--- config.mk ---
export PLATFORM = sky130hd
export DESIGN_NAME = rf68000_node_ram_rr_arbiter_flat
export DESIGN_NICKNAME = d
export VERILOG_FILES = /design/src/rtl/rf68000_node_ram_rr_arbiter_if.sv /design/src/rtl/rf68000_node_ram_rr_arbiter.sv /design/src/flat_wrapper.sv
export SDC_FILE = /design/constraint.sdc
export NUM_CORES = 1
export LEC_CHECK = 0
export CORE_MARGIN = 2
export CORE_UTILIZATION = 38
export CTS_CLUSTER_SIZE = 14
export DETAILED_ROUTE_END_ITERATION = 7
export PLACE_DENSITY_LB_ADDON = 0.25
export SYNTH_ARGS = -nofsm -noshare
export SYNTH_HDL_FRONTEND = slang
export SYNTH_SLANG_ARGS = --single-unit
--- constraint.sdc ---
create_clock -name clk_i -period 4.9 [get_ports clk_i]
set_input_delay 0.98 -clock clk_i [delete_from_list [all_inputs] [get_ports clk_i]]
set_output_delay 0.98 -clock clk_i [all_outputs]
set_load 0.02 [all_outputs]
--- src/rtl/rf68000_node_ram_rr_arbiter_if.sv ---
// Bus bundle between the CPU port, the NIC port, the node RAM and the RAM arbiter.
// The arbiter side uses modport slave; requesters and RAM model use modport master.
interface rf68000_node_ram_rr_arbiter_if;
    logic        cpu_cyc;
    logic        cpu_stb;
    logic        cpu_we;
    logic [3:0]  cpu_sel;
    logic [31:0] cpu_adr;
    logic [31:0] cpu_dato;
    logic        cpu_ack;
    logic [31:0] cpu_dati;

    logic        nic_cyc;
    logic        nic_stb;
    logic        nic_we;
    logic [3:0]  nic_sel;
    logic [31:0] nic_adr;
    logic [31:0] nic_dato;
    logic        nic_ack;
    logic [31:0] nic_dati;

    logic        ram_en;
    logic [3:0]  ram_we;
    logic [31:0] ram_adr;
    logic [31:0] ram_dati;
    logic [31:0] ram_dato;

    modport slave (
        input  cpu_cyc, cpu_stb, cpu_we, cpu_sel, cpu_adr, cpu_dato,
        output cpu_ack, cpu_dati,
        input  nic_cyc, nic_stb, nic_we, nic_sel, nic_adr, nic_dato,
        output nic_ack, nic_dati,
        output ram_en, ram_we, ram_adr, ram_dati,
        input  ram_dato
    );

    modport master (
        output cpu_cyc, cpu_stb, cpu_we, cpu_sel, cpu_adr, cpu_dato,
        input  cpu_ack, cpu_dati,
        output nic_cyc, nic_stb, nic_we, nic_sel, nic_adr, nic_dato,
        input  nic_ack, nic_dati,
        input  ram_en, ram_we, ram_adr, ram_dati,
        output ram_dato
    );
endinterface

--- src/rtl/rf68000_node_ram_rr_arbiter.sv ---
// Round-robin CPU/NIC arbiter and sequencer for a node's shared block RAM.
// Optional hung-cycle watchdog enabled by defining RF68000_ARB_WDOG_EN.
module rf68000_node_ram_rr_arbiter #(
    parameter int unsigned RAM_LAT  = 3,
    parameter int unsigned WDOG_CYC = 255
) (
    input  logic       clk_i,
    input  logic       rst_i,
    input  logic [3:0] id,
    rf68000_node_ram_rr_arbiter_if.slave bus,
    output logic [1:0] gnt,
    output logic       wdog_o
);
    localparam int unsigned CNT_W = 3;
    localparam int unsigned WD_W  = 8;
    localparam int unsigned DW    = 32;
    localparam int unsigned SW    = 4;

    if (RAM_LAT < 1 || RAM_LAT > 7 || WDOG_CYC < 1 || WDOG_CYC > 255) begin : g_param_check
        $error("rf68000_node_ram_rr_arbiter: RAM_LAT or WDOG_CYC out of range");
    end

    typedef enum logic [1:0] {IDLE, RD, WR, ACK} state_t;

    state_t           state_q, state_d;
    logic             last_q, last_d;          // 1 = NIC was granted last
    logic [1:0]       gnt_q, gnt_d;
    logic [CNT_W-1:0] cnt_q, cnt_d;
    logic             cpu_ack_q, cpu_ack_d, nic_ack_q, nic_ack_d;
    logic [DW-1:0]    cpu_dati_q, cpu_dati_d, nic_dati_q, nic_dati_d;
    logic             ram_en_q, ram_en_d;
    logic [SW-1:0]    ram_we_q, ram_we_d;
    logic [DW-1:0]    ram_adr_q, ram_adr_d, ram_dati_q, ram_dati_d;

    logic act_cpu, act_nic, cpu_hit, nic_hit, req_cpu, req_nic, act_gnt;

    assign act_cpu = bus.cpu_cyc & bus.cpu_stb;
    assign act_nic = bus.nic_cyc & bus.nic_stb;
    assign cpu_hit = (bus.cpu_adr[31:18] == 14'd0);
    assign nic_hit = (bus.nic_adr[31:20] == {8'hFF, id});
    assign req_cpu = act_cpu & cpu_hit;
    assign req_nic = act_nic;
    assign act_gnt = gnt_q[1] ? act_nic : act_cpu;

`ifdef RF68000_ARB_WDOG_EN
    logic [WD_W-1:0] wcnt_q, wcnt_d;
    logic            wdog_q, wdog_d;
`endif

    // Next-state and registered-output computation
    always_comb begin
        state_d    = state_q;
        last_d     = last_q;
        gnt_d      = gnt_q;
        cnt_d      = cnt_q;
        cpu_ack_d  = cpu_ack_q;
        nic_ack_d  = nic_ack_q;
        cpu_dati_d = cpu_dati_q;
        nic_dati_d = nic_dati_q;
        ram_en_d   = ram_en_q;
        ram_we_d   = ram_we_q;
        ram_adr_d  = ram_adr_q;
        ram_dati_d = ram_dati_q;
`ifdef RF68000_ARB_WDOG_EN
        wcnt_d     = '0;
        wdog_d     = 1'b0;
`endif

        case (state_q)
            IDLE: begin
                // Contention goes to whoever was not served last
                if (req_nic && (!req_cpu || !last_q)) begin
                    gnt_d  = 2'b10;
                    last_d = 1'b1;
                    if (nic_hit) begin
                        ram_adr_d  = bus.nic_adr;
                        ram_dati_d = bus.nic_dato;
                        ram_we_d   = {SW{bus.nic_we}} & bus.nic_sel;
                        ram_en_d   = 1'b1;
                        cnt_d      = CNT_W'(RAM_LAT - 1);
                        state_d    = bus.nic_we ? WR : RD;
                    end else begin
                        nic_ack_d  = 1'b1;
                        nic_dati_d = '0;
                        state_d    = ACK;
                    end
                end else if (req_cpu) begin
                    gnt_d      = 2'b01;
                    last_d     = 1'b0;
                    ram_adr_d  = bus.cpu_adr;
                    ram_dati_d = bus.cpu_dato;
                    ram_we_d   = {SW{bus.cpu_we}} & bus.cpu_sel;
                    ram_en_d   = 1'b1;
                    cnt_d      = CNT_W'(RAM_LAT - 1);
                    state_d    = bus.cpu_we ? WR : RD;
                end
            end
            WR: begin
                ram_we_d = '0;
                ram_en_d = 1'b0;
                if (gnt_q[1]) nic_ack_d = 1'b1;
                else          cpu_ack_d = 1'b1;
                state_d = ACK;
            end
            RD: begin
                if (cnt_q == '0) begin
                    if (gnt_q[1]) begin
                        nic_dati_d = bus.ram_dato;
                        nic_ack_d  = 1'b1;
                    end else begin
                        cpu_dati_d = bus.ram_dato;
                        cpu_ack_d  = 1'b1;
                    end
                    ram_en_d = 1'b0;
                    state_d  = ACK;
                end else begin
                    cnt_d = cnt_q - CNT_W'(1);
                end
            end
            ACK: begin
                if (!act_gnt) begin
                    gnt_d   = 2'b00;
                    state_d = IDLE;
                end
            end
            default: state_d = IDLE;
        endcase

        // A dropped strobe releases that port's ack and data, also suppressing a late ack
        if (!act_cpu) begin
            cpu_ack_d  = 1'b0;
            cpu_dati_d = '0;
        end
        if (!act_nic) begin
            nic_ack_d  = 1'b0;
            nic_dati_d = '0;
        end

`ifdef RF68000_ARB_WDOG_EN
        if (state_q != IDLE) begin
            if ((wcnt_q + WD_W'(1)) == WD_W'(WDOG_CYC)) begin
                cpu_ack_d = 1'b0;
                nic_ack_d = 1'b0;
                ram_en_d  = 1'b0;
                ram_we_d  = '0;
                gnt_d     = 2'b00;
                state_d   = IDLE;
                wdog_d    = 1'b1;
            end else begin
                wcnt_d = wcnt_q + WD_W'(1);
            end
        end
`endif
    end

    always_ff @(posedge clk_i or posedge rst_i) begin
        if (rst_i) begin
            state_q    <= IDLE;
            last_q     <= 1'b0;
            gnt_q      <= 2'b00;
            cnt_q      <= '0;
            cpu_ack_q  <= 1'b0;
            nic_ack_q  <= 1'b0;
            cpu_dati_q <= '0;
            nic_dati_q <= '0;
            ram_en_q   <= 1'b0;
            ram_we_q   <= '0;
            ram_adr_q  <= '0;
            ram_dati_q <= '0;
        end else begin
            state_q    <= state_d;
            last_q     <= last_d;
            gnt_q      <= gnt_d;
            cnt_q      <= cnt_d;
            cpu_ack_q  <= cpu_ack_d;
            nic_ack_q  <= nic_ack_d;
            cpu_dati_q <= cpu_dati_d;
            nic_dati_q <= nic_dati_d;
            ram_en_q   <= ram_en_d;
            ram_we_q   <= ram_we_d;
            ram_adr_q  <= ram_adr_d;
            ram_dati_q <= ram_dati_d;
        end
    end

`ifdef RF68000_ARB_WDOG_EN
    always_ff @(posedge clk_i or posedge rst_i) begin
        if (rst_i) begin
            wcnt_q <= '0;
            wdog_q <= 1'b0;
        end else begin
            wcnt_q <= wcnt_d;
            wdog_q <= wdog_d;
        end
    end
    assign wdog_o = wdog_q;
`else
    assign wdog_o = 1'b0;
`endif

    assign gnt          = gnt_q;
    assign bus.cpu_ack  = cpu_ack_q;
    assign bus.cpu_dati = cpu_dati_q;
    assign bus.nic_ack  = nic_ack_q;
    assign bus.nic_dati = nic_dati_q;
    assign bus.ram_en   = ram_en_q;
    assign bus.ram_we   = ram_we_q;
    assign bus.ram_adr  = ram_adr_q;
    assign bus.ram_dati = ram_dati_q;
endmodule

--- src/flat_wrapper.sv ---
// flat-port wrapper written by rule: the top's interface ports become plain ports
module rf68000_node_ram_rr_arbiter_flat 
#(
    parameter int unsigned RAM_LAT  = 3,
    parameter int unsigned WDOG_CYC = 255
)
  (clk_i, rst_i, id, gnt, wdog_o, bus_cpu_cyc, bus_cpu_stb, bus_cpu_we, bus_cpu_sel, bus_cpu_adr, bus_cpu_dato, bus_cpu_ack, bus_cpu_dati, bus_nic_cyc, bus_nic_stb, bus_nic_we, bus_nic_sel, bus_nic_adr, bus_nic_dato, bus_nic_ack, bus_nic_dati, bus_ram_en, bus_ram_we, bus_ram_adr, bus_ram_dati, bus_ram_dato);
  rf68000_node_ram_rr_arbiter_if bus_i ();
  input  logic clk_i;
  input  logic rst_i;
  input  logic [3:0] id;
  output logic [1:0] gnt;
  output logic wdog_o;
  input wire logic [$bits(bus_i.cpu_cyc)-1:0] bus_cpu_cyc;
  input wire logic [$bits(bus_i.cpu_stb)-1:0] bus_cpu_stb;
  input wire logic [$bits(bus_i.cpu_we)-1:0] bus_cpu_we;
  input wire logic [$bits(bus_i.cpu_sel)-1:0] bus_cpu_sel;
  input wire logic [$bits(bus_i.cpu_adr)-1:0] bus_cpu_adr;
  input wire logic [$bits(bus_i.cpu_dato)-1:0] bus_cpu_dato;
  output wire logic [$bits(bus_i.cpu_ack)-1:0] bus_cpu_ack;
  output wire logic [$bits(bus_i.cpu_dati)-1:0] bus_cpu_dati;
  input wire logic [$bits(bus_i.nic_cyc)-1:0] bus_nic_cyc;
  input wire logic [$bits(bus_i.nic_stb)-1:0] bus_nic_stb;
  input wire logic [$bits(bus_i.nic_we)-1:0] bus_nic_we;
  input wire logic [$bits(bus_i.nic_sel)-1:0] bus_nic_sel;
  input wire logic [$bits(bus_i.nic_adr)-1:0] bus_nic_adr;
  input wire logic [$bits(bus_i.nic_dato)-1:0] bus_nic_dato;
  output wire logic [$bits(bus_i.nic_ack)-1:0] bus_nic_ack;
  output wire logic [$bits(bus_i.nic_dati)-1:0] bus_nic_dati;
  output wire logic [$bits(bus_i.ram_en)-1:0] bus_ram_en;
  output wire logic [$bits(bus_i.ram_we)-1:0] bus_ram_we;
  output wire logic [$bits(bus_i.ram_adr)-1:0] bus_ram_adr;
  output wire logic [$bits(bus_i.ram_dati)-1:0] bus_ram_dati;
  input wire logic [$bits(bus_i.ram_dato)-1:0] bus_ram_dato;
  assign bus_i.cpu_cyc = bus_cpu_cyc;
  assign bus_i.cpu_stb = bus_cpu_stb;
  assign bus_i.cpu_we = bus_cpu_we;
  assign bus_i.cpu_sel = bus_cpu_sel;
  assign bus_i.cpu_adr = bus_cpu_adr;
  assign bus_i.cpu_dato = bus_cpu_dato;
  assign bus_cpu_ack = bus_i.cpu_ack;
  assign bus_cpu_dati = bus_i.cpu_dati;
  assign bus_i.nic_cyc = bus_nic_cyc;
  assign bus_i.nic_stb = bus_nic_stb;
  assign bus_i.nic_we = bus_nic_we;
  assign bus_i.nic_sel = bus_nic_sel;
  assign bus_i.nic_adr = bus_nic_adr;
  assign bus_i.nic_dato = bus_nic_dato;
  assign bus_nic_ack = bus_i.nic_ack;
  assign bus_nic_dati = bus_i.nic_dati;
  assign bus_ram_en = bus_i.ram_en;
  assign bus_ram_we = bus_i.ram_we;
  assign bus_ram_adr = bus_i.ram_adr;
  assign bus_ram_dati = bus_i.ram_dati;
  assign bus_i.ram_dato = bus_ram_dato;
  rf68000_node_ram_rr_arbiter #(.RAM_LAT(RAM_LAT), .WDOG_CYC(WDOG_CYC)) u_core (.clk_i(clk_i), .rst_i(rst_i), .id(id), .bus(bus_i), .gnt(gnt), .wdog_o(wdog_o));
endmodule
# Word-level counts from Yosys, hierarchy flattened

Cells that the tools add are included.

Register bits: 143
Input port bits: 180
Word-level logic and storage cells: 116

Add/sub/neg operators: 1
Equality and inequality tests: 21
Muxes and demuxes: 54
Bitwise logic cells: 5
Reductions and logical operators: 23

Operators with widths:

| cell                                           | number |
|---|---|
| 2-to-1 mux 32 bit                              | 15 |
| case mux 32 bit (2 select lines)               | 1 |
| 2-to-1 mux 2 bit                               | 9 |
| != test 3 bit (second input constant)          | 6 |
| 2-to-1 mux 1 bit                               | 15 |
| AND reduction 3 bit                            | 5 |
| zero test 14 bit                               | 1 |
| == test 12 bit                                 | 1 |
| 2-to-1 mux 3 bit                               | 4 |
| 2-to-1 mux 4 bit                               | 3 |
| AND reduction 4 bit                            | 3 |
| != test 2 bit (second input constant)          | 5 |
| bitwise AND 4 bit                              | 2 |
| case mux 2 bit (4 select lines)                | 1 |
| case mux 4 bit (2 select lines)                | 1 |
| nonzero test 2 bit                             | 4 |
| != test 3 x 2 -> 1 bit (second input constant) | 2 |
| case mux 1 bit (3 select lines)                | 2 |
| case mux 3 bit (2 select lines)                | 1 |
| AND reduction 5 bit                            | 1 |
| == test 2 bit (second input constant)          | 2 |
| != test 2 x 1 -> 1 bit (second input constant) | 2 |
| != test 4 bit (second input constant)          | 1 |
| case mux 2 bit (2 select lines)                | 1 |
| 12 further kinds                               | 16 |

# Depth between registers and ports, before layout

Gate-level depths: netlist (run 1).

Word-level depth: 8
Depth in mapped cells: 8
Mapped depth without buffers: 7

# Worst setup path before layout (run 1)

Ideal clock, no wire load.

Path type: input-to-reg
Start: input port bus_cpu_adr[28]
End: register u_core.ram_dati_q[18], in the netlist u_core.bus.ram_dati[18]
Arrival time: 2521 ps
Setup slack: 2251 ps
Cell stages on the path: 7
Path buffers: 2
Path through: nor4_2 > nand4_1 > o21ai_1 > buf_4 > buf_8 > mux2_2 > mux2_1

Word-level cells in the longest chain between the ends: 7

Ends and longest elaborated chain:

| what                                                                                 | RTL line                           | source |
|---|---|---|
| start: declaration                                                                   | flat_wrapper.sv:18                 | `input wire logic [$bits(bus_i.cpu_adr)-1:0] bus_cpu_adr;` |
| zero test 14 bit (*)                                                                 | rf68000_node_ram_rr_arbiter.sv:39  | `assign cpu_hit = (bus.cpu_adr[31:18] == 14'd0);` |
| bitwise AND 1 bit (*)                                                                | rf68000_node_ram_rr_arbiter.sv:41  | `assign req_cpu = act_cpu & cpu_hit;` |
| zero test 1 bit                                                                      | rf68000_node_ram_rr_arbiter.sv:72  | `if (req_nic && (!req_cpu \|\| !last_q)) begin` |
| logical OR 1 bit                                                                     | rf68000_node_ram_rr_arbiter.sv:72  |  |
| logical AND 1 bit                                                                    | rf68000_node_ram_rr_arbiter.sv:72  |  |
| != test 2 x 1 -> 1 bit (no source line) / nonzero test 2 bit (equally long branches) | --                                 |  |
| AND reduction 3 bit (no source line)                                                 | --                                 |  |
| end signal: assignment                                                               | rf68000_node_ram_rr_arbiter.sv:182 | `ram_dati_q <= ram_dati_d;` |
| end: declaration                                                                     | rf68000_node_ram_rr_arbiter.sv:33  | `logic [DW-1:0] ram_adr_q, ram_adr_d, ram_dati_q, ram_dati_d;` |

Every way passes the cells marked *; elsewhere a longest branch is shown, timed or not.
A chain may end at the register's enable or synchronous reset.

# Worst setup path after layout (run 1)

Start: input port bus_cpu_adr[28]
End: register u_core.ram_dati_q[20], in the netlist u_core.bus.ram_dati[20]

The elaborated chain is that of the path after synthesis.

==> run_results.csv, run 1 <==
group,metric,value,unit
run_status,status,"completed",
floorplan,die_area,0.0195,mm²
clock_tree,insertion_delay,420,ps
global_routing,first_global_vias,6380,
synth,seq_area_frac_synth,0.513,
power,p_per_area,356,mW/mm²
setup_path,critPathRequiredTime,5200,ps
finish,multiInputGateArea,0.00309,mm²
synth,synthArstFlopShare,1.00,
clock_tree,post_cts.repair.setup_buffers,0,
synth,synth_largest_area_cell,"dfrtp_1",
synth,syn_inst,671,
synth,synth_edf_count,0,
synth,synth.area.top_cells,"dfrtp_1 (51%), mux2i_1 (12%), a21oi_1 (8.9%)",
timing,hold_violations,0,
timing,finalSetupTns,0,ps
placed_design,routabilityCongestion,0.795,
floorplan,die_h,140,µm
clock_tree,htreeDepth,4,
timing,tightest_slew,932,ps
timing,rsz0062_at_grt,"no",
routing,drc,0,
global_routing,grt_antenna_before_repair,2,
synth,syn_area,0.00698,mm²
setup_path,worstPathMaxFanout,10,
routing,dr.pass1.iters,4,
timing,timing.final.crit_share,0.661,
setup_path,cp.buffers_inverters,2,
floorplan,core,0.0180,mm²
setup_path,end_kind,"flop",
floorplan,initial_core_util,0.389,
clock_tree,ctsHoldBuffers,0,
setup_path,startpoint_type,"input pin",
floorplan,rows,49,
clock_tree,cts_root_buf,"clkbuf_16",
finish,drive_gt1_frac,0.0856,
finish,syn2layout_area_growth,56.4,%
finish,nets,1154,
synth,yosysTopAreaCellShare,0.513,
synth,synth.avg_cell_area,10.4,µm²
setup_path,crit_type,"input pin to flop",
global_routing,grt_pass1_wl,34.6,mm
synth,syn_nets,857,
clock_tree,cts_tree,"yes",
run,maxCapViolations,0,
timing,slew_headroom,0.379,
clock_tree,clkSlewWorstSetupHoldPaths,60,ps
placed_design,dpl_cell_area,0.0103,mm²
placed_design,io_buffers,316,
finish,seq_area,0.00358,mm²
timing,fin_crit,3240,ps
timing,holdWs,487,ps
floorplan,die_width,140,µm
worst_hold_path,holdCritPathClass,"flop to flop",
power,ir_worst_vdd,0.249,mV
finish,layout_common_cells,"clkdlybuf4s50_1 (316), dfrtp_1 (143), a21oi_1 (124)",
synth,synth_flop_cell,"dfrtp_1",
routing,drt-initial-drc-count,280,
power,leakagePower,4.83,nW
routing,ant_nets,0,
synth,yosysUniqueCellTypes,49,
setup_path,critical-path-top-delay-family,"simple AND/OR/NAND/NOR gates",
timing,max_freq,309,MHz
clock_tree,cts.repair.resized,0,
global_routing,grt_use_total,0.225,
routing,drt_wl_total,21.9,mm
routing,vias_per_cell,5.12,
timing,drv_slew,0,
global_routing,grt_max_degree,95,
setup_path,crit_chain,"clkdlybuf4s50_1 > nor4_2 > nand4_1 > o21ai_4 > buf_4 > mux2_2 > mux2_1",
clock_tree,clockBufferDepth,2,
synth,synth_seq_cells,143,
placed_design,dp_hpwl,15.6,mm
setup_path,max_stage_delay,490,ps
finish,fillerInstances,1512,
timing,finalSetupViolations,0,
routing,wire_per_inst,18.1,µm
finish,layout_commonest_cell,"clkdlybuf4s50_1",
finish,postLayoutCellArea,0.0109,mm²
setup_path,slowest_stage,"o21ai_4",
floorplan,io_pins,318,
synth,ys.warnings.count,0,
routing,num_vias,6210,
clock_tree,cts_sinks,143,
timing,finClkSkew,13.1,ps
setup_path,cp.arrival,3530,ps
global_routing,grt-ovfl-total,0,
clock_tree,numCtsBuffers,17,
## cell families after synthesis
logic type	after synthesis	synth area share
multiplexers	115	0.172
adder cells (fa/ha/maj)	6	0.0108
other	1	0.000537
XOR/XNOR	4	0.00502
AND/OR/NAND/NOR	179	0.119
AO/OA/AOI/OAI	161	0.132
buffers and inverters	62	0.0480
flip-flops	143	0.513
## cell usage after synthesis (2+ instances only)
master    count
buf_6         3
nand4_1       3
and3_1        3
nand3_1      37
o41ai_1       2
a21oi_1     124
buf_4        10
mux2_1       11
o21a_1        8
mux2i_1      82
nor4_2        3
dfrtp_1     143
o21ai_0       5
nor2b_1       3
buf_8         3
inv_1        10
a31oi_1       4
buf_2         7
clkbuf_1     27
xor2_1        4
mux2_2       21
o21ai_1       4
ha_1          6
nand2_1     114
nor2_1        8
o211ai_1      3
## area by class of cell
class	count	area share
antenna	2	0.000459
clock buffer	19	0.0406
clock inverter	13	0.0162
inverter	11	0.00424
multi-input combinational	466	0.283
sequential	143	0.328
tap	229	0.0263
timing repair buffer	329	0.301
## worst paths after layout
path                                                end  slack, ps                    from  depth (start not counted)
worst max register to register   u_core.bus.nic_dati[1]       2380       u_core.state_q[1]                          6
worst min-delay path             u_core.bus.ram_adr[25]        490  u_core.bus.ram_adr[25]                          1
max in group asynchronous       u_core.bus.ram_dati[30]       2970                   rst_i                          3
worst max-delay path            u_core.bus.ram_dati[20]       1660         bus_cpu_adr[28]                          7
worst min register to register   u_core.bus.ram_adr[25]        490  u_core.bus.ram_adr[25]                          1
min in group asynchronous       u_core.bus.cpu_dati[11]       1130                   rst_i                          2
## state kept, by name, summed over array words and instances, names as in the netlist
signal               count
u_core.bus.cpu_dati     32
u_core.bus.nic_dati     32
u_core.bus.ram_en        1
u_core.state_q           2
u_core.cnt_q             3
u_core.bus.cpu_ack       1
u_core.bus.ram_we        4
u_core.gnt               2
u_core.bus.ram_dati     32
u_core.bus.ram_adr      32
u_core.bus.nic_ack       1
u_core.last_q            1
## stage by stage
step	util	total power [mW]	std cells	setup slack (ps)
after floorplan	-	2.10	671	82.1
after global placement	0.573	2.53	1178	1290
after detailed placement	0.573	2.54	1178	1230
after CTS	0.607	3.92	1210	1680
after global routing	0.608	4.08	1212	1470
final	0.608	3.88	1212	1660
## per-layer routing
metal  track usage  up-vias  part of all wire
li1              -     2965                 -
met1         0.276     2967              0.41
met2         0.376      248              0.50
met3        0.0709       30             0.072
met4        0.0787        0             0.023
met5             0        -                 0
## power by group
group / internal [mW] / switching [mW] / leakage (nW)
Sequential: 1.25 / 0.0533 / 1.97
Combinational: 0.526 / 0.680 / 2.55
Clock: 0.827 / 0.539 / 0.300
(Power assumes the default switching activity.)
==> inputs of run 2 (changes only) <==
- CORE_UTILIZATION: 38 -> 42
- clock period: 4.9 -> 3.2 ns (I/O delays scaled with it)
==> run 2 against run 1 <==
Effect of this change: count of clock-buffer cells in the layout rose by 7; cell count fell by 0.25%; combinational power rose by 57%; routed wire length is 0.17% higher; final area rose by 0.69%; critical endpoint is now u_core.bus.ram_adr[16].
==> run_results.csv, run 2 (same netlist as run 1, synthesis figures left out) <==
group,metric,value,unit
timing,fin_crit,2490,ps
routing,drt_wl_total,21.9,mm
timing,max_freq,401,MHz
power,power_frac_seq,0.336,
placed_design,dp_hpwl,16.1,mm
timing,finalSetupTns,0,ps
routing,ant_nets,0,
setup_path,cp.arrival,2830,ps
timing,timing.final.crit_share,0.779,
timing,rsz0062_at_grt,"no",
finish,layout_commonest_cell,"clkdlybuf4s50_1",
floorplan,die_width,133,µm
finish,nets,1163,
routing,wire_per_inst,18.1,µm
power,power.switching,1.86,mW
placed_design,io_buffers,316,
routing,vias_per_cell,5.18,
global_routing,grt_antenna_before_repair,0,
timing,tightest_slew,671,ps
placed_design,dpl_cell_area,0.0104,mm²
timing,drv_slew,0,
power,clock_power_share,0.347,
routing,drc,0,
global_routing,grt_pass1_wl,34.9,mm
setup_path,max_stage_delay,520,ps
clock_tree,cts_sinks,143,
global_routing,grtUsageMet1,0.306,
global_routing,grt.met2_usage,0.442,
setup_path,cp_common_cell,"a21oi_1",
power,ir_worst_vdd,0.392,mV
setup_path,end_kind,"flop",
setup_path,crit_type,"input pin to flop",
global_routing,grt_use_total,0.254,
timing,hold_violations,0,
timing,finClkSkew,10.2,ps
floorplan,die_area,0.0177,mm²
setup_path,critical-path-top-delay-family,"buffers and inverters",
global_routing,use_met3,0.0686,
run,maxCapViolations,0,
finish,syn2layout_area_growth,57.4,%
power,p_comb_frac,0.318,
clock_tree,insertion_delay,410,ps
clock_tree,clockBufferDepth,2,
clock_tree,cts.repair.resized,0,
finish,n_antenna_cell,0,
setup_path,cp.buffers_inverters,2,
setup_path,worstPathMaxFanout,22,
routing,dr.pass1.iters,5,
clock_tree,clkSlewWorstSetupHoldPaths,60,ps
floorplan,rows,47,
setup_path,startpoint_type,"input pin",
global_routing,first_global_vias,6463,
placed_design,routabilityCongestion,0.870,
global_routing,busiest_layer,"met2",
setup_path,slowest_stage,"clkdlybuf4s50_1",
setup_path,critPathRequiredTime,3540,ps
clock_tree,post_cts.repair.setup_buffers,0,
global_routing,grt-ovfl-total,0,
finish,postLayoutCellArea,0.0110,mm²
finish,layout_common_cells,"clkdlybuf4s50_1 (316), dfrtp_1 (143), a21oi_1 (124)",
routing,drt-initial-drc-count,333,
floorplan,core,0.0164,mm²
setup_path,crit_chain,"clkdlybuf4s50_1 > nand4_1 > nor4_4 > a32o_2 > buf_4 > a21oi_1 > a21oi_1",
floorplan,initial_core_util,0.425,
global_routing,grt_max_degree,92,
worst_hold_path,holdCritPathClass,"flop to flop",
power,swShare,0.312,
clock_tree,htreeDepth,4,
timing,finalSetupViolations,0,
finish,drive_gt1_frac,0.0910,
power,leakagePower,4.88,nW
finish,fin_util,0.670,
run_status,status,"completed",
power,p_int,4.11,mW
clock_tree,cts_root_buf,"clkbuf_16",
floorplan,io_pins,318,
power,p_per_area,543,mW/mm²
clock_tree,ctsHoldBuffers,0,
floorplan,die_h,133,µm
clock_tree,numCtsBuffers,17,
clock_tree,cts_tree,"yes",
routing,num_vias,6260,
timing,slew_headroom,0.553,
run 2: power groups by stage:
stage	combinational, mW	sequential (mW)	clock (mW)
3_5_place_dp	1.90	2.03	0
6_report	1.90	2.00	2.07
3_3_place_gp	1.88	2.03	0
5_1_grt	2.04	2.02	2.18
4_1_cts	1.90	2.00	2.11
2_1_floorplan	1.11	2.12	0
run 2: cell type report:
class                      instances  area [µm²]
inverter                          11        45.0
tap                              220         275
sequential                       143        3580
clock buffer                      26         519
clock inverter                     5         100
multi-input combinational        466        3090
timing repair buffer             338        3380
fill                            1313        5420
run 2: worst reg2reg max path: stages (launching register included):
cell and delay [ps]:
dfrtp_1 410, inv_1 100, ha_2 450, clkinv_1 500, nor2_8 330, buf_12 200, mux2_2 350
run 2: routing by layer:
| metal | wire length [µm] | vias up |
|---|---|---|
| met5 | 0 | - |
| met4 | 442 | 0 |
| met3 | 1380 | 29 |
| met2 | 11400 | 234 |
| met1 | 8710 | 3031 |
| li1 | - | 2966 |
run 2: final timing paths:
| path | from | end | slack (ps) | cells after the start |
|---|---|---|---|---|
| hold reg to reg | u_core.bus.ram_adr[24] | u_core.bus.ram_adr[24] | 490 | 1 |
| setup / recovery | bus_nic_adr[24] | u_core.bus.ram_adr[16] | 710 | 7 |
| setup reg to reg | u_core.state_q[0] | u_core.bus.ram_dati[23] | 760 | 6 |
| min in group asynchronous | rst_i | u_core.bus.cpu_dati[1] | 710 | 3 |
| hold / removal | u_core.bus.ram_adr[24] | u_core.bus.ram_adr[24] | 490 | 1 |
| max in group asynchronous | rst_i | u_core.bus.nic_dati[24] | 1910 | 3 |
run 2: metrics by stage:
step	setup WS, ps	total power [mW]	instances	hold slack [ps]
floorplan	769	3.22	671	509
global placement	305	3.92	1178	472
detailed placement	277	3.93	1178	478
CTS	716	6.02	1209	491
global route	571	6.23	1209	500
finish	706	5.97	1209	488
==> inputs of run 3 (changes only) <==
- CORE_UTILIZATION: 42 -> 38
- clock period: 3.2 -> 2.2 ns (I/O delays scaled with it)
==> run 3 against run 2 <==
Effect of this change: flip-flop and latch count unchanged; clock skew decreased by 4.0 ps; via count increased by 2.9%; worst setup slack got worse by 670 ps; first-iteration DRC count increased by 19%; register-to-register slack got worse by 570 ps; cell count increased by 3.6%; sequential share of layout area decreased by 1.3 points; critical path depth unchanged; critical path type unchanged.
==> run_results.csv, run 3 (same netlist as run 1, synthesis figures left out) <==
group,metric,value,unit
run,maxCapViolations,0,
setup_path,r2r_cells,6,
routing,num_vias,6444,
finish,nets,1197,
floorplan,die_width,140,µm
global_routing,grt_use_total,0.229,
setup_path,startpoint_type,"input pin",
timing,slew_headroom,0.557,
finish,n_antenna_cell,0,
floorplan,die_h,140,µm
finish,postLayoutCellArea,0.0115,mm²
routing,dr.pass1.iters,5,
power,ir_worst_vdd,0.888,mV
clock_tree,cts_tree,"yes",
setup_path,r2r_slack,190,ps
run_status,status,"completed",
timing,drv_slew,0,
routing,drt_wl_total,22.8,mm
clock_tree,ctsHoldBuffers,0,
routing,wire_per_inst,18.2,µm
placed_design,dpl_cell_area,0.0106,mm²
clock_tree,cts_root_buf,"clkbuf_16",
timing,fin_crit,2160,ps
global_routing,grt_pass1_wl,35.4,mm
finish,drive_gt1_frac,0.125,
setup_path,end_kind,"flop",
setup_path,cp.arrival,2460,ps
floorplan,die_area,0.0195,mm²
clock_tree,cts_sinks,143,
finish,layout_common_cells,"clkdlybuf4s50_1 (304), dfrtp_1 (143), a21oi_1 (124)",
clock_tree,clockBufferDepth,2,
floorplan,core,0.0180,mm²
finish,layout_commonest_cell,"clkdlybuf4s50_1",
clock_tree,insertion_delay,410,ps
global_routing,grt_max_degree,93,
power,p_per_area,806,mW/mm²
placed_design,routabilityCongestion,0.793,
routing,drt-initial-drc-count,395,
power,leakagePower,5.13,nW
timing,hold_violations,0,
timing,final.setup.worst_slack,35.2,ps
routing,drc,0,
routing,vias_per_cell,5.14,
finish,fin_util,0.638,
setup_path,rr_endpoint,"u_core.bus.ram_dati[28]",
finish,multiInputGateArea,0.00314,mm²
timing,finClkSkew,6.17,ps
timing,finalSetupViolations,0,
global_routing,first_global_vias,6539,
setup_path,cp-endpoint,"u_core.bus.ram_dati[22]",
floorplan,rows,49,
global_routing,grt_antenna_before_repair,0,
placed_design,pre_cts_slack,-544,ps
setup_path,worst_r2r_startpoint,"u_core.state_q[0]",
placed_design,dp_hpwl,16.0,mm
floorplan,initial_core_util,0.389,
timing,tightest_slew,664,ps
global_routing,grt-ovfl-total,0,
clock_tree,clkSlewWorstSetupHoldPaths,60,ps
setup_path,setup.worst_path.start,"bus_cpu_cyc",
setup_path,critPathRequiredTime,2490,ps
floorplan,io_pins,318,
finish,syn2layout_area_growth,64.1,%
routing,ant_nets,0,
timing,timing.final.crit_share,0.984,
setup_path,crit_type,"input pin to flop",
finish,fillerInstances,1476,
finish,seq_area,0.00358,mm²
timing,max_freq,462,MHz
clock_tree,htreeDepth,4,
setup_path,worstPathMaxFanout,11,
clock_tree,numCtsBuffers,17,
placed_design,io_buffers,316,
worst_hold_path,holdCritPathClass,"input pin to flop",
timing,rsz0062_at_grt,"yes",
run 3: changes by cell type in the layout (fill, tap and decap cells not counted), sizes merged:
| cell | before | now |
|---|---|---|
| buf | 22 | 54 |
| bufinv | 3 | 5 |
| clkbuf | 26 | 21 |
| clkdlybuf4s50 | 316 | 304 |
| clkinvlp | 1 | 5 |
| dlygate4sd2 | 0 | 9 |
| dlymetal6s2s | 0 | 3 |
| inv | 9 | 11 |
run 3: how the worst min path moves through the flow:
stage | start | end | slack (ps) | cells after the start
after floorplan | u_core.last_q | u_core.last_q | 510 | 1
after global placement | u_core.bus.ram_dati[19] | u_core.bus.ram_dati[19] | 470 | 1
after detailed placement | u_core.bus.ram_dati[21] | u_core.bus.ram_dati[21] | 470 | 1
after CTS | u_core.bus.ram_adr[24] | u_core.bus.ram_adr[24] | 500 | 1
after global routing | bus_cpu_adr[20] | u_core.bus.ram_adr[20] | 400 | 3
final | bus_cpu_adr[20] | u_core.bus.ram_adr[20] | 390 | 3
run 3: timing repair:
| item | in CTS | in global routing |
|---|---|---|
| cloned | 1 | 2 |
| endpoints found under the setup margin | 32 | 103 |
| setup buffers | 6 | 2 |
| gates resized for setup | 13 | 12 |
| pin swaps | 6 | 6 |
run 3: metrics by stage:
step / cells / hold WS, ps / power (mW) / TNS (ps)
CTS: 1251 / 496 / 9.05 / 0
finish: 1253 / 395 / 9.24 / 0
detailed placement: 1212 / 474 / 5.86 / -43080
global placement: 1212 / 473 / 5.84 / -40740
global route: 1253 / 397 / 9.67 / -225
floorplan: 671 / 509 / 4.68 / -4440
run 3: layout make-up:
class	instances	area share
clock inverters	13	0.0185
well taps	229	0.0250
flip-flops and latches	143	0.312
inverters	11	0.00393
repair buffers	372	0.328
clock buffers	19	0.0378
multi-input cells	466	0.274
run 3: where the power goes:
| part | switching, mW | internal, mW |
|---|---|---|
| registers | 0.122 | 2.80 |
| clock network | 1.15 | 2.02 |
| logic | 1.64 | 1.51 |
| total | 2.91 | 6.32 |
run 3: metal layers:
| metal | up-vias | global-route usage | routed length, µm |
|---|---|---|---|
| met4 | 0 | 0.0585 | 303 |
| met3 | 18 | 0.0626 | 1580 |
| met1 | 3158 | 0.282 | 9200 |
| met2 | 234 | 0.398 | 11700 |
| met5 | - | 0 | 0 |
| li1 | 3034 | - | - |
run 3: critical path: stages:
cell             delay [ps]
clkdlybuf4s50_1         480
and4bb_2                270
nand4_1                 210
o21ai_4                 250
buf_12                  180
mux2_2                  330
mux2_1                  290
